===== config.mk =====
export PLATFORM = sky130hd
export DESIGN_NAME = exe_stage
export DESIGN_NICKNAME = d
export VERILOG_FILES = /design/src/rtl/exe_stage.sv
export SDC_FILE = /design/constraint.sdc
export NUM_CORES = 1
export LEC_CHECK = 0
export CAP_MARGIN = 20
export CORE_MARGIN = 2
export CORE_UTILIZATION = 30
export CTS_CLUSTER_DIAMETER = 40
export DETAILED_ROUTE_END_ITERATION = 12
export GPL_ROUTABILITY_DRIVEN = 0
export HOLD_SLACK_MARGIN = 0.06
export PLACE_DENSITY = 0.53
export SETUP_SLACK_MARGIN = 0.3
export SLEW_MARGIN = 20
export SYNTH_ARGS = -nofsm -noshare
export SYNTH_HDL_FRONTEND = slang
export SYNTH_SLANG_ARGS = --single-unit

===== constraint.sdc =====
create_clock -name clk -period 7 [get_ports clk]
set_clock_uncertainty 0.15 [all_clocks]
set_input_delay 1.4 -clock clk [delete_from_list [all_inputs] [get_ports clk]]
set_output_delay 1.4 -clock clk [all_outputs]
set_load 0.03 [all_outputs]

===== src/rtl/exe_stage.sv =====
// exe_stage
//   Execute stage of the five-stage ARM-subset pipeline. Computes the ALU
//   result and NZCV flags, owns the architectural status register, resolves
//   branch targets and drives the EXE/MEM pipeline register.
//
// Ports
//   clk, rst           rising-edge clock, asynchronous active-high reset
//   freeze             memory-stage stall; holds status and EXE/MEM state
//   valid_in           ID/EXE slot holds a real instruction (0 = bubble)
//   exe_cmd            ALU operation
//   mem_read_en, mem_write_en, wb_en, B, s   control bundle from ID/EXE
//   val_rn, val2       ALU operands (val2 is the shifter output)
//   val_rm             store data, forwarded to EXE/MEM
//   pc_in, imm24       PC+4 and branch offset for target computation
//   dest_in            destination register
//   branch_taken       combinational redirect / flush request
//   branch_addr        combinational branch target
//   status             registered {N,Z,C,V}
//   alu_res_o, val_rm_o, dest_o, wb_en_o, mem_read_o, mem_write_o
//                      EXE/MEM register outputs
module exe_stage #(
    parameter int DATA_W = 32
) (
    input  logic              clk,
    input  logic              rst,
    input  logic              freeze,
    input  logic              valid_in,
    input  logic [3:0]        exe_cmd,
    input  logic              mem_read_en,
    input  logic              mem_write_en,
    input  logic              wb_en,
    input  logic              B,
    input  logic              s,
    input  logic [DATA_W-1:0] val_rn,
    input  logic [DATA_W-1:0] val2,
    input  logic [DATA_W-1:0] val_rm,
    input  logic [DATA_W-1:0] pc_in,
    input  logic [23:0]       imm24,
    input  logic [3:0]        dest_in,
    output logic              branch_taken,
    output logic [DATA_W-1:0] branch_addr,
    output logic [3:0]        status,
    output logic [DATA_W-1:0] alu_res_o,
    output logic [DATA_W-1:0] val_rm_o,
    output logic [3:0]        dest_o,
    output logic              wb_en_o,
    output logic              mem_read_o,
    output logic              mem_write_o
);

    localparam int MSB = DATA_W - 1;

    localparam logic [3:0] CMD_MOV = 4'b0001;
    localparam logic [3:0] CMD_ADD = 4'b0010;
    localparam logic [3:0] CMD_ADC = 4'b0011;
    localparam logic [3:0] CMD_SUB = 4'b0100;
    localparam logic [3:0] CMD_SBC = 4'b0101;
    localparam logic [3:0] CMD_AND = 4'b0110;
    localparam logic [3:0] CMD_ORR = 4'b0111;
    localparam logic [3:0] CMD_EOR = 4'b1000;
    localparam logic [3:0] CMD_MVN = 4'b1001;

    logic [DATA_W-1:0] result;
    logic [DATA_W:0]   sum;
    logic [3:0]        flags_next;
    logic              known_op;
    logic              carry_in;
    logic              flag_write;
    logic [DATA_W-1:0] branch_offset;

    assign carry_in = status[1];

    // ALU and flag generation. Arithmetic runs one bit wider than the data
    // path so the top bit is the carry (add) or borrow (subtract). Logic ops
    // leave C and V at their current values; unknown codes leave all flags.
    always_comb begin
        result     = '0;
        sum        = '0;
        flags_next = status;
        known_op   = 1'b1;
        case (exe_cmd)
            CMD_MOV: result = val2;
            CMD_MVN: result = ~val2;
            CMD_AND: result = val_rn & val2;
            CMD_ORR: result = val_rn | val2;
            CMD_EOR: result = val_rn ^ val2;
            CMD_ADD, CMD_ADC: begin
                sum = {1'b0, val_rn} + {1'b0, val2}
                    + {{DATA_W{1'b0}}, (exe_cmd == CMD_ADC) & carry_in};
                result        = sum[MSB:0];
                flags_next[1] = sum[DATA_W];
                flags_next[0] = (val_rn[MSB] == val2[MSB]) & (result[MSB] != val_rn[MSB]);
            end
            CMD_SUB, CMD_SBC: begin
                // SBC subtracts the inverted carry, so C=1 means "no borrow".
                sum = {1'b0, val_rn} - {1'b0, val2}
                    - {{DATA_W{1'b0}}, (exe_cmd == CMD_SBC) & ~carry_in};
                result        = sum[MSB:0];
                flags_next[1] = ~sum[DATA_W];
                flags_next[0] = (val_rn[MSB] != val2[MSB]) & (result[MSB] != val_rn[MSB]);
            end
            default: known_op = 1'b0;
        endcase
        if (known_op) begin
            flags_next[3] = result[MSB];
            flags_next[2] = (result == '0);
        end
    end

    // Loads and stores reuse s as a load/store selector, so they must never
    // touch the flags even when s is set.
    assign flag_write = valid_in & s & ~mem_read_en & ~mem_write_en & ~freeze;

    // Branch target: word offset sign-extended and scaled by four.
    assign branch_offset = {{(DATA_W-26){imm24[23]}}, imm24, 2'b00};
    assign branch_addr   = pc_in + branch_offset;
    assign branch_taken  = valid_in & B & ~freeze;

    // Architectural status register; a freeze or bubble leaves it alone.
    always_ff @(posedge clk or posedge rst) begin
        if (rst) begin
            status <= 4'b0000;
        end else if (flag_write) begin
            status <= flags_next;
        end
    end

    // EXE/MEM pipeline register. Enables are qualified with valid_in so a
    // bubble travels down the pipe as a no-op.
    always_ff @(posedge clk or posedge rst) begin
        if (rst) begin
            alu_res_o   <= '0;
            val_rm_o    <= '0;
            dest_o      <= 4'd0;
            wb_en_o     <= 1'b0;
            mem_read_o  <= 1'b0;
            mem_write_o <= 1'b0;
        end else if (!freeze) begin
            alu_res_o   <= result;
            val_rm_o    <= val_rm;
            dest_o      <= dest_in;
            wb_en_o     <= valid_in & wb_en;
            mem_read_o  <= valid_in & mem_read_en;
            mem_write_o <= valid_in & mem_write_en;
        end
    end

endmodule


==> results of run 1 <==
==> logic make-up (layout without fill, tap and decap cells) <==
group	count (synthesis)	after routing	synth area share (%)
fa+ha+maj	160	160	19.3
mux	75	75	7.85
simple gates	322	322	15.7
xor+xnor	81	81	6.70
flops	75	75	17.7
buf+inv	188	451	6.96
compound gates	408	408	25.9
==> cells in the final DEF (no fill, tap or decap), types with 10 or more instances in the layout <==
cell type        synthesis  routed
mux2i_1                 10      10
o21bai_1                11      11
a211oi_1                18      18
o22ai_1                 19      19
nor3_1                  23      23
o21ai_0                 65      64
o21a_1                  18      18
and2_1                  10      10
nand3_1                 18      18
clkdlybuf4s50_1          0     264
nor2_1                  69      67
buf_4                    5      44
nand3b_1                10      10
mux2_2                  65      65
a22oi_1                 14      14
xor2_1                  33      33
dfrtp_1                 75      75
nand2b_1                17      17
xnor2_1                 48      48
and3_1                  10      10
nand2_1                 81      81
o221ai_1                12      12
ha_1                   155     155
o211ai_1                17      17
nand4_1                 19      19
inv_1                  120     119
nor2b_1                 14      14
a21o_1                  37      37
a21oi_1                107     107
==> power by group <==
group	leakage [nW]	switching, mW	internal (mW)
logic	5.18	0.780	0.596
clock network	0.143	0.238	0.280
registers	0.916	0.0349	0.491
==> worst reg2reg max path, stage by stage, from the launching register on <==
cell,delay (ps)
dfrtp_1,480
nor4_4,350
fa_1,450
inv_1,70
ha_1,150
nor2_1,60
fa_1,490
nor2_1,40
a31oi_1,140
nor3_1,70
a221o_1,300
or4_1,520
or4_1,410
or4_1,430
or4_1,460
or4_4,450
or4_1,430
o31ai_2,170
==> registers in the layout, indices dropped and copies added, names as in the netlist <==
name,flops
alu_res_o,32
dest_o,4
status,4
mem_write_o,1
wb_en_o,1
mem_read_o,1
val_rm_o,32
==> final cells by class <==
class                   instances  area share [%]
clock buffers                   9            1.58
clock inverters                 6           0.509
inverters                     121            3.19
multi-input cells            1046            56.3
flip-flops and latches         75            13.2
well taps                     455            3.99
repair buffers                315            21.2
==> through the flow <==
stage / total power [mW] / util (%) / setup slack [ps]
3_3_place_gp: 1.90 / 40.2 / -145
4_1_cts: 2.43 / 41.1 / 176
3_5_place_dp: 1.90 / 40.2 / -264
5_1_grt: 2.57 / 41.2 / 27.0
6_report: 2.42 / 41.2 / 264
2_1_floorplan: 1.37 / - / 501
==> metal layers <==
metal / track usage, % / wire length, um
met1: 28.3 / 17600
met2: 36.6 / 18600
met3: 5.77 / 3700
met4: 5.47 / 772
met5: 0 / 12
==> repair_timing <==
action                                 CTS  global route
setup endpoints to repair                4             9
resized for setup                        4             8
endpoints found under the hold margin    0             0
pin swaps                                0             3
hold buffers                             0             0
==> synth_stat cells (14+ instances only) <==
| cell | count | share of area [%] |
|---|---|---|
| nand2b_1 | 17 | 1.0 |
| nand4_1 | 19 | 1.1 |
| o21a_1 | 18 | 1.3 |
| a22oi_1 | 14 | 0.99 |
| nand3_1 | 18 | 0.85 |
| a21oi_1 | 107 | 5.1 |
| dfrtp_1 | 75 | 18 |
| nor3_1 | 23 | 1.1 |
| xor2_1 | 33 | 2.7 |
| a211oi_1 | 18 | 1.3 |
| ha_1 | 155 | 18 |
| o211ai_1 | 17 | 1.2 |
| xnor2_1 | 48 | 4.0 |
| o22ai_1 | 19 | 1.1 |
| nor2_1 | 69 | 2.4 |
| inv_1 | 120 | 4.3 |
| mux2_2 | 65 | 6.9 |
| nand2_1 | 81 | 2.9 |
| clkbuf_1 | 53 | 1.9 |
| nor2b_1 | 14 | 0.83 |
| o21ai_0 | 65 | 3.1 |
| a21o_1 | 37 | 2.6 |
==> worst max path at each step <==
stage / start / endpoint / slack (ps) / cells past startpoint
2_1_floorplan: exe_cmd[2] / status[2] / 500 / 20
3_3_place_gp: exe_cmd[2] / status[2] / -140 / 19
3_5_place_dp: exe_cmd[2] / status[2] / -260 / 19
4_1_cts: exe_cmd[2] / status[2] / 180 / 19
5_1_grt: exe_cmd[2] / status[2] / 30 / 19
6_report: exe_cmd[2] / status[2] / 260 / 19
==> run metrics, run 1 <==
Period minus WS final 6740 ps; CP Max Fanout 2; Netlist Area Pre-Place 0.0106 mm^2; fin nets 1897; routed len/inst 20.0 um; Worst slew margin 24.3%; register area share after synthesis 17.7%; DRT iter0 DRCs 689; Max-Cap Viols 0; worst slew pin tran 1130 ps; overall die area 0.0368 mm^2; Via density 5.40; #FFs+latches synth 75; worst reg2reg path depth 17; CTS Root Cell clkbuf_16; Worst Setup Path Type in2reg; Critical R2R Capture status[2]; f_max 0.148 GHz; first-pass GRT wire length 62900 um; post-layout instance area 0.0143 mm^2; worst hold stages 1; CP most frequent cell or4_1; CTS tree built; pwr/cell area 170 mW/mm^2; GRT Total Usage 22.0%; syn nets 1638; syn avg cell area 8.09 um^2; H-tree Lvls 3; status complete, no violations; hold_ws 353 ps; EDFF count, synth 0; Setup-failing EPs final 0; Row Count 68; Reg clk slew, reported paths 80 ps; Non-Filler Instances 2027; reg2reg setup slack 1280 ps; FILL cells 3518; drt first pass iters 5; P&R area growth vs syn 34.6%; Placed Instances 2012; final wirelength 40600 um; Primary FF master, synth dfrtp_1; # diodes 0; post-CTS setup buffer count 0; vias in the first global route 11100; Syn. warnings 0; grt total ovfl 0; Worst setup SP type input pin; max incr delay on CP 520 ps; min-delay src val_rm_o[7]; DRT antenna net count 0; Hold Path End val_rm_o[7]; worst endpoint required time 7140 ps; Reg-to-Reg Start status[1]; CP endpoint kind flip-flop; Core Area 0.0346 mm^2; Final Max Slew Viols 0; CP max-delay cell clkdlybuf4s50_1; Clock Latency Late Sink 380 ps; largest net degree at the start of global routing 51; TritonCTS buffer count 9; fin crit share 96.2%; post-DP HPWL 31500 um; Setup TNS 0 ps; CTS Buffer Depth 2; Worst Path Buf+Inv 3; Leak Pwr 6.24 nW; maximum vdd ir drop 117 uV; Initial Utilization 30.6%; Reg area 0.00188 mm^2; synthesized instance count 1309; CP top delay family simple AND/OR/NAND/NOR gates; Top Ports 277; Hold Crit Class reg2reg; Hold Vio Cnt, Final 0; dpl cell area 0.0139 mm^2; Netlist cell types 80; FFs w/ async S/R, synth 100%; total number of vias 10900; layout cells sized above 1 9.92%; # DRC 0; CP cell instances clkdlybuf4s50_1 > inv_1 > nor4_4 > fa_1 > inv_1 > ha_1 > nor2_1 > fa_1 > nor2_1 > a31oi_1 > nor3_1 > a221o_1 > or4_1 > or4_1 > or4_1 > or4_1 > or4_4 > or4_1 > o31ai_2; crit path DAT 6880 ps; Die X 192 um; Die Span Y 192 um; initial antenna violation count 1; PortBufs 272; area of the multi-input gates 0.00803 mm^2; RSZ-0062 raised after global routing true; clk sink count 75
No activity file was read; power rests on OpenSTA's default activity.
==> run 2, diff against run 1 <==
Settings changed: CORE_ASPECT_RATIO from default to 0.7.
==> run 2 against run 1 <==
Die area hardly changed; total power grew 0.92%; critical endpoint is now branch_addr[31]; sequential share of layout area down 0.063 points; largest power group unchanged; via count down 0.17%; fmax up 3.3%; combinational power is essentially flat; largest cell class unchanged; count of clock-buffer cells in the layout grew 1.
==> run metrics, run 2 (synthesized netlist as in run 1, its figures left out) <==
Worst setup SP type input pin; Via density 5.34 (-1.1%); Non-Filler Instances 2045 (+0.89%); # diodes 0 (unchanged); Largest regs alu_res_o (32), val_rm_o (32); Die Span Y 161 um (-16%); CP max-delay cell clkdlybuf4s50_1; initial antenna violation count 1 (unchanged); Max-Cap Viols 0 (unchanged); Leak Pwr 6.27 nW (+0.51%); maximum vdd ir drop 160 uV (+37%); H-tree Lvls 3 (unchanged); Period minus WS final 6520 ps (-218 ps); worst slew pin tran 1130 ps (-1.74 ps); CP top delay family compound AO/OA/AOI/OAI gates; Reg clk slew, reported paths 60 ps (-20 ps); P&R area growth vs syn 35.2%; clk sink count 75 (unchanged); status complete, no violations; commonest cells after routing, fill and taps aside clkdlybuf4s50_1, ha_1, inv_1, a21oi_1, nand2_1; final setup margin 482 ps (+218 ps); PortBufs 272 (unchanged); first-pass GRT wire length 63000 um (+0.18%); hold_ws 337 ps (-15.8 ps); Row Count 57 (-16%); Worst Path Buf+Inv 2 (-1); total number of vias 10900 (-0.17%); worst endpoint required time 5450 ps (-1690 ps); TritonCTS buffer count 9 (unchanged); overall die area 0.0369 mm^2 (about the same); GRT Total Usage 21.7% (-0.35 points); CTS tree built; Placed Instances 2028 (+0.80%); fin nets 1897 (unchanged); Total Power 2.44 mW (+0.92%); post-DP HPWL 32000 um (+1.7%); # DRC 0 (unchanged); CP most frequent cell a211o_1; Worst slew margin 24.5% (+0.12 points); largest net degree at the start of global routing 76 (+49%); CTS Buffer Depth 2 (unchanged); layout cells sized above 1 10.0% (+0.12 points); Final Max Slew Viols 0 (unchanged); CTS Root Cell clkbuf_16; Initial Utilization 30.5% (-0.091 points); Place WS -120 ps (+143 ps); Die X 229 um (+19%); vias in the first global route 10600 (-4.7%); Setup-failing EPs final 0 (unchanged); pwr/cell area 170 mW/mm^2 (+0.43%); dpl cell area 0.0139 mm^2 (about the same); routed len/inst 19.9 um (-0.70%); RSZ-0062 raised after global routing true; CP cell instances clkdlybuf4s50_1 > ha_1 > a211o_1 > a211o_1 > a41o_1 > a221oi_4 > o21ai_2 > a22o_1 > o21a_1 > o41a_1 > a21o_1 > a21oi_1 > xnor2_1 > buf_4; drt first pass iters 5 (unchanged); post-layout instance area 0.0143 mm^2 (+0.48%); FILL cells 3556 (+1.1%); DRT antenna net count 0 (unchanged); Worst Setup Path Type in2out; post-layout util 41.2% (+0.075 points); CP Max Fanout 3 (+1); DRT iter0 DRCs 843 (+22%); Clock Latency Late Sink 340 ps (-40 ps); Hold Crit Class reg2reg; Hold Vio Cnt, Final 0 (unchanged); max incr delay on CP 420 ps (-100 ps); Core Area 0.0347 mm^2 (+0.30%); f_max 0.153 GHz (+3.3%); crit path DAT 4970 ps (-1910 ps); most common cell after layout, fill and taps aside clkdlybuf4s50_1; fin crit share 93.1% (-3.1 points); Top Ports 277 (unchanged); CP endpoint kind primary output; Setup TNS 0 ps (unchanged); grt total ovfl 0 (unchanged); final wirelength 40700 um (+0.18%)
-- run 2: final timing paths --
path	from	to	cells past startpoint	slack [ps]
setup reg to reg	status[1]	status[2]	17	1410
max in group asynchronous	rst	alu_res_o[20]	3	4540
hold / removal	status[0]	status[0]	1	340
setup / recovery	pc_in[3]	branch_addr[31]	14	480
hold reg to reg	status[0]	status[0]	1	340
min in group asynchronous	rst	alu_res_o[2]	3	1520
-- run 2: timing repair --
| action | CTS | global route |
|---|---|---|
| resized for setup | 6 | 11 |
| hold buffers | 0 | 0 |
| pin swaps | 0 | 4 |
| buffers inserted | 0 | 1 |
| endpoints found under the hold margin | 0 | 0 |
| endpoints found under the setup margin | 6 | 7 |
-- run 2: metal layers --
| metal | vias up | routed length (um) | part of all wire [%] | global-route usage, % |
|---|---|---|---|---|
| li1 | 5294 | - | - | - |
| met1 | 5163 | 19800 | 49 | 32.1 |
| met2 | 431 | 16600 | 41 | 31.4 |
| met3 | 36 | 3760 | 9.2 | 5.86 |
| met4 | 0 | 605 | 1.5 | 3.74 |
| met5 | - | 0 | 0 | 0 |
-- run 2: report_power, final --
group / switching (mW) / total [mW] / internal, mW
logic: 0.789 / 1.39 / 0.598
clock network: 0.196 / 0.522 / 0.326
registers: 0.0405 / 0.532 / 0.492
-- run 2: layout make-up --
class	instances	area [um^2]	area share (%)
clock buffers	10	239	1.67
clock inverters	6	97.6	0.681
well taps	472	591	4.12
flip-flops and latches	75	1880	13.1
multi-input cells	1046	8030	56.1
inverters	121	455	3.18
repair buffers	315	3030	21.2
==> patch 1, RTL diff (config.mk and constraints of run 2) <==
Register the outputs `branch_taken` and `branch_addr`, cleared by the reset; this adds one clock of latency there. The other outputs are not delayed to match. Comments in the files are not updated.
--- a/src/rtl/exe_stage.sv
+++ b/src/rtl/exe_stage.sv
@@ -113,8 +113,15 @@
 
     // Branch target: word offset sign-extended and scaled by four.
     assign branch_offset = {{(DATA_W-26){imm24[23]}}, imm24, 2'b00};
-    assign branch_addr   = pc_in + branch_offset;
-    assign branch_taken  = valid_in & B & ~freeze;
+    always_ff @(posedge clk or posedge rst) begin
+        if (rst) begin
+            branch_taken <= '0;
+            branch_addr  <= '0;
+        end else begin
+            branch_taken <= valid_in & B & ~freeze;
+            branch_addr  <= pc_in + branch_offset;
+        end
+    end
 
     // Architectural status register; a freeze or bubble leaves it alone.
     always_ff @(posedge clk or posedge rst) begin
Check against the original RTL: not equivalent (Yosys sat finds a counterexample within 4 cycles, from zero or initial values and one cycle with rst high).
==> patch 1 against run 2 <==
Sequential cell count is 33 higher. Wire length up 4.8%. Cell area is 6.9% higher. Count of clock-buffer cells in the layout stayed put. Setup slack better by 0.52 ns. Power grew 13%. Hold slack about the same. Synthesized area up 10%. Critical endpoint is now status[2]$_DFFE_PP0P_.
==> patch 1: results (changes against run 2) <==
leakage 6.718 nW (was 6.271 nW); crit path max fanout 5 (was 3); Post-Synthesis Cells 1393 (was 1309); R2R cell count 16 (was 17); Largest regs alu_res_o x32, branch_addr x32, val_rm_o x32 (was alu_res_o x32, val_rm_o x32); Peak VDD IR 0.0001151 V (was 0.0001600 V); final WL 42.68 mm (was 40.71 mm); kind of critical path in -> reg (was in -> out); Seq/Total Area, Yosys 23.13% (was 17.72%); top post-synthesis cells by count 155 x ha_1, 125 x inv_1, 108 x dfrtp_1 (was 155 x ha_1, 120 x inv_1, 107 x a21oi_1); wire per inst 19.70 um (was 19.91 um); initial antenna violation count 0 (was 1); status finished, final reports clean (unchanged); Hold Path Sink alu_res_o[10]$_DFFE_PP0N_ (was status[0]$_DFFE_PP0P_); worst setup path startpoint exe_cmd[2] (was pc_in[3]); worst endpoint data arrival time 6.15 ns (was 4.97 ns); Hold WS 0.3374 ns (was 0.3372 ns); post-DP HPWL 34.30 mm (was 32.00 mm); placed instance count 2149 (was 2028); Synth area leaders dfrtp_1 23%, ha_1 17%, mux2_2 5.6%, inv_1 4.0%, a21oi_1 4.0% (was ha_1 18%, dfrtp_1 18%, mux2_2 6.9%, a21oi_1 5.1%, inv_1 4.3%); # resized after CTS 0 (was 6); pre-CTS WS 0.6987 ns (was -0.1204 ns); fillers 3986 (was 3556); count of input and output buffers 276 (was 272); Tot GR Track Use 20.43% (was 21.66%); share of cells above drive strength 1 7.383% (was 10.04%); Worst path max stage delay 0.48 ns (was 0.42 ns); Net count, final 1963 (was 1897); Slowest cell on crit path or3b_2 (was clkdlybuf4s50_1); min-delay src alu_res_o[10]$_DFFE_PP0N_ (was status[0]$_DFFE_PP0P_); initial DRC count 1066 (was 843)
[patch 1: cell types whose count changed in the layout (fill, tap and decap cells not counted), moves of 9 or more]
cell                    run 2  this run
a211oi_1                   18        28
a22oi_1                    14        23
o21ai_0                    64        74
nand3_1                    18        27
buf_4                      43        19
mux2i_1                    10        20
dfrtp_1                    75       108
nand4_1                    19         8
xor2_1                     33        48
nor2_1                     67        89
clkdlybuf4s50_1           262       273
a21oi_1                   107        93
[patch 1: cell type report]
| type | instances | area [um2] | share of cell area [%] |
|---|---|---|---|
| Antenna cell | 1 | 2.502 | 0.01635 |
| Clock buffer | 10 | 229.0 | 1.496 |
| Clock inverter | 6 | 83.83 | 0.5476 |
| Inverter | 125 | 471.7 | 3.081 |
| Multi-Input combinational cell | 1094 | 8254 | 53.92 |
| Sequential cell | 108 | 2703 | 17.65 |
| Tap cell | 527 | 659.4 | 4.307 |
| Timing Repair Buffer | 296 | 2905 | 18.98 |
[patch 1: report_power, final]
group	internal, mW	leakage [nW]	switching [mW]
sequential	0.718	1.30	0.0557
combinational	0.601	5.27	0.820
clock	0.287	0.152	0.270
total	1.61	6.72	1.14
[patch 1: metal layers]
metal | GRT usage (%) | wire length (um) | up-vias
li1 | - | - | 5494
met1 | 30.80 | 20510 | 5512
met2 | 30.04 | 18010 | 455
met3 | 4.044 | 3473 | 42
met4 | 3.754 | 688 | 0
met5 | 0 | 0 | -
[patch 1: kinds of logic (layout without fill, tap and decap cells)]
logic type               Yosys count  count (layout)  synth area share, %
AO/OA/AOI/OAI                    419             419                24.17
multiplexers                      78              78                7.304
AND/OR/NAND/NOR                  346             346                14.83
adder cells (fa/ha/maj)          160             160                17.46
flip-flops                       108             108                23.13
other                              0               1                    0
buffers and inverters            191             437                6.276
XOR/XNOR                          91              91                6.822
==> patch 2, RTL diff (settings of run 2) <==
Made on the original files. `DATA_W`: 32 -> 64.
--- a/src/rtl/exe_stage.sv
+++ b/src/rtl/exe_stage.sv
@@ -19,7 +19,7 @@
 //   alu_res_o, val_rm_o, dest_o, wb_en_o, mem_read_o, mem_write_o
 //                      EXE/MEM register outputs
 module exe_stage #(
-    parameter int DATA_W = 32
+    parameter int DATA_W = 64
 ) (
     input  logic              clk,
     input  logic              rst,
Interface: changed (7 resized); port bits go from 277 to 501. No check against the original RTL was run, so the function may have changed too.
==> patch 2 against run 2 <==
Setup slack lost 0.21 ns. Synthesized area grew 100%. Combinational power grew 130%. Hold slack gained 0.014 ns. Global-route usage grew 4.3 points. Wire length grew 150%. Sequential cell count grew 64. Cell area grew 110%. Power grew 110%. Sequential power grew 85%. Critical endpoint is now status[2]$_DFFE_PP0P_. Largest cell class unchanged.
==> patch 2: results (changes against run 2) <==
worst endpoint data arrival time 6.95 ns (was 4.97 ns); largest net degree at the start of global routing 85 (was 76); Net count, final 3973 (was 1897); wire per inst 23.19 um (was 19.91 um); DRT Pass-1 Iters 6 (was 5); Syn Nets 3440 (was 1638); post-DP HPWL 82.03 mm (was 32.00 mm); worst-margin pin slew 0.9087 ns (was 1.129 ns); global-route wire length before repair 147.1 mm (was 62.98 mm); Worst path max stage delay 0.57 ns (was 0.42 ns); initial antenna violation count 3 (was 1); post-synthesis cell type count 85 (was 80); Synth area leaders ha_1 18%, dfrtp_1 16%, mux2_2 6.0%, a21oi_1 5.7%, xnor2_1 5.4% (was ha_1 18%, dfrtp_1 18%, mux2_2 6.9%, a21oi_1 5.1%, inv_1 4.3%); crit path max fanout 14 (was 3); Seq/Total Area, Yosys 16.05% (was 17.72%); status finished, final reports clean (unchanged); syn_area_per_cell 7.676 um2 (was 8.093 um2); CTS H-tree lvls 4 (was 3); Peak VDD IR 0.0001956 V (was 0.0001600 V); top post-synthesis cells by count 315 x ha_1, 257 x inv_1, 245 x a21oi_1 (was 155 x ha_1, 120 x inv_1, 107 x a21oi_1); DR vias 23760 (was 10920); Largest regs alu_res_o x64, val_rm_o x64 (was alu_res_o x32, val_rm_o x32); count of input and output buffers 496 (was 272); class of the worst hold path reg -> reg (unchanged); insertion delay of the later-clocked pin in the worst-skew pair 0.46 ns (was 0.34 ns); leakage 13.01 nW (was 6.271 nW); initial DRC count 2650 (was 843); share of cells above drive strength 1 12.94% (was 10.04%); Tot GR Track Use 26.01% (was 21.66%); vias in the first global route 22410 (was 10620); Non-Filler Instances 4337 (was 2045); placed inst area 28560 um2 (was 13930 um2); clock buffer count from CTS 17 (was 9)
-- patch 2: changes by cell type after synthesis, moves of 33 or more --
cell / delta
mux2_2: +50
inv_1: +137
nand2_1: +142
xnor2_1: +86
nor2_1: +114
a21o_1: +57
ha_1: +160
o21ai_0: +116
dfrtp_1: +64
a21oi_1: +138
nand3_1: +33
clkbuf_1: +79
nand4_1: +35
-- patch 2: kinds of logic after synthesis --
logic type,Yosys count,synth area share (%)
buffers and inverters,411,7.183
xor gates and xnor gates,198,8.003
adders and majority gates,320,18.65
DFF,139,16.05
AOI/OAI and AO/OA,912,27.55
muxes,139,7.085
and+or+nand+nor,704,15.48
-- patch 2: worst paths after layout --
kind                       slack, ns                  start                         to  depth (start not counted)
max                             0.27             exe_cmd[1]      status[2]$_DFFE_PP0P_                         22
min                             0.35  status[2]$_DFFE_PP0P_      status[2]$_DFFE_PP0P_                          2
max reg2reg                     1.48  status[1]$_DFFE_PP0P_      status[2]$_DFFE_PP0P_                         22
min reg2reg                     0.35  status[2]$_DFFE_PP0P_      status[2]$_DFFE_PP0P_                          2
max in group asynchronous       4.46                    rst  alu_res_o[41]$_DFFE_PP0N_                          3
min in group asynchronous       1.17                    rst   val_rm_o[16]$_DFFE_PP0N_                          2
-- patch 2: cell type report --
cell class,count,area (um2)
Antenna cell,2,5.005
Multi-Input combinational cell,2273,16980
Tap cell,966,1209
Clock inverter,13,132.6
Timing Repair Buffer,668,6260
Clock buffer,19,432.9
Inverter,257,969.7
Fill cell,7413,42040
Sequential cell,139,3478
-- patch 2: where the power goes --
group | leakage [nW] | internal, mW | switching, mW | total (mW)
clock network | 0.275 | 0.498 | 0.422 | 0.920
registers | 1.70 | 0.917 | 0.0663 | 0.984
logic | 11.0 | 1.34 | 1.93 | 3.26
-- patch 2: per-layer routing --
layer | vias up | GRT usage, % | part of all wire [%]
li1 | 11250 | - | -
met1 | 11330 | 38.21 | 47
met2 | 1095 | 37.10 | 40
met3 | 92 | 7.889 | 11
met4 | 0 | 4.832 | 1.6
met5 | - | 0 | 0
-- patch 2: stage by stage --
stage	power, mW	worst slack [ns]
final	5.166	0.2678
after global routing	5.458	0.07085
after CTS	5.137	0.2716
after detailed placement	4.159	-0.4222
after global placement	4.184	-0.3157
after floorplan	2.819	0.4202
-- patch 2: critical path: cells and delay by family --
kind	cells	cell delay, ns
buffers and inverters	4	1.12
xor gates and xnor gates	1	0.31
AOI/OAI and AO/OA	7	1.45
adders and majority gates	2	0.84
and+or+nand+nor	8	1.82
-- patch 2: timing repair --
| action | CTS | global route |
|---|---|---|
| gates resized for setup | 18 | 49 |
| pin swaps | 5 | 24 |
| setup buffers | 2 | 2 |
| endpoints found under the setup margin | 9 | 25 |
| gates cloned | 0 | 1 |
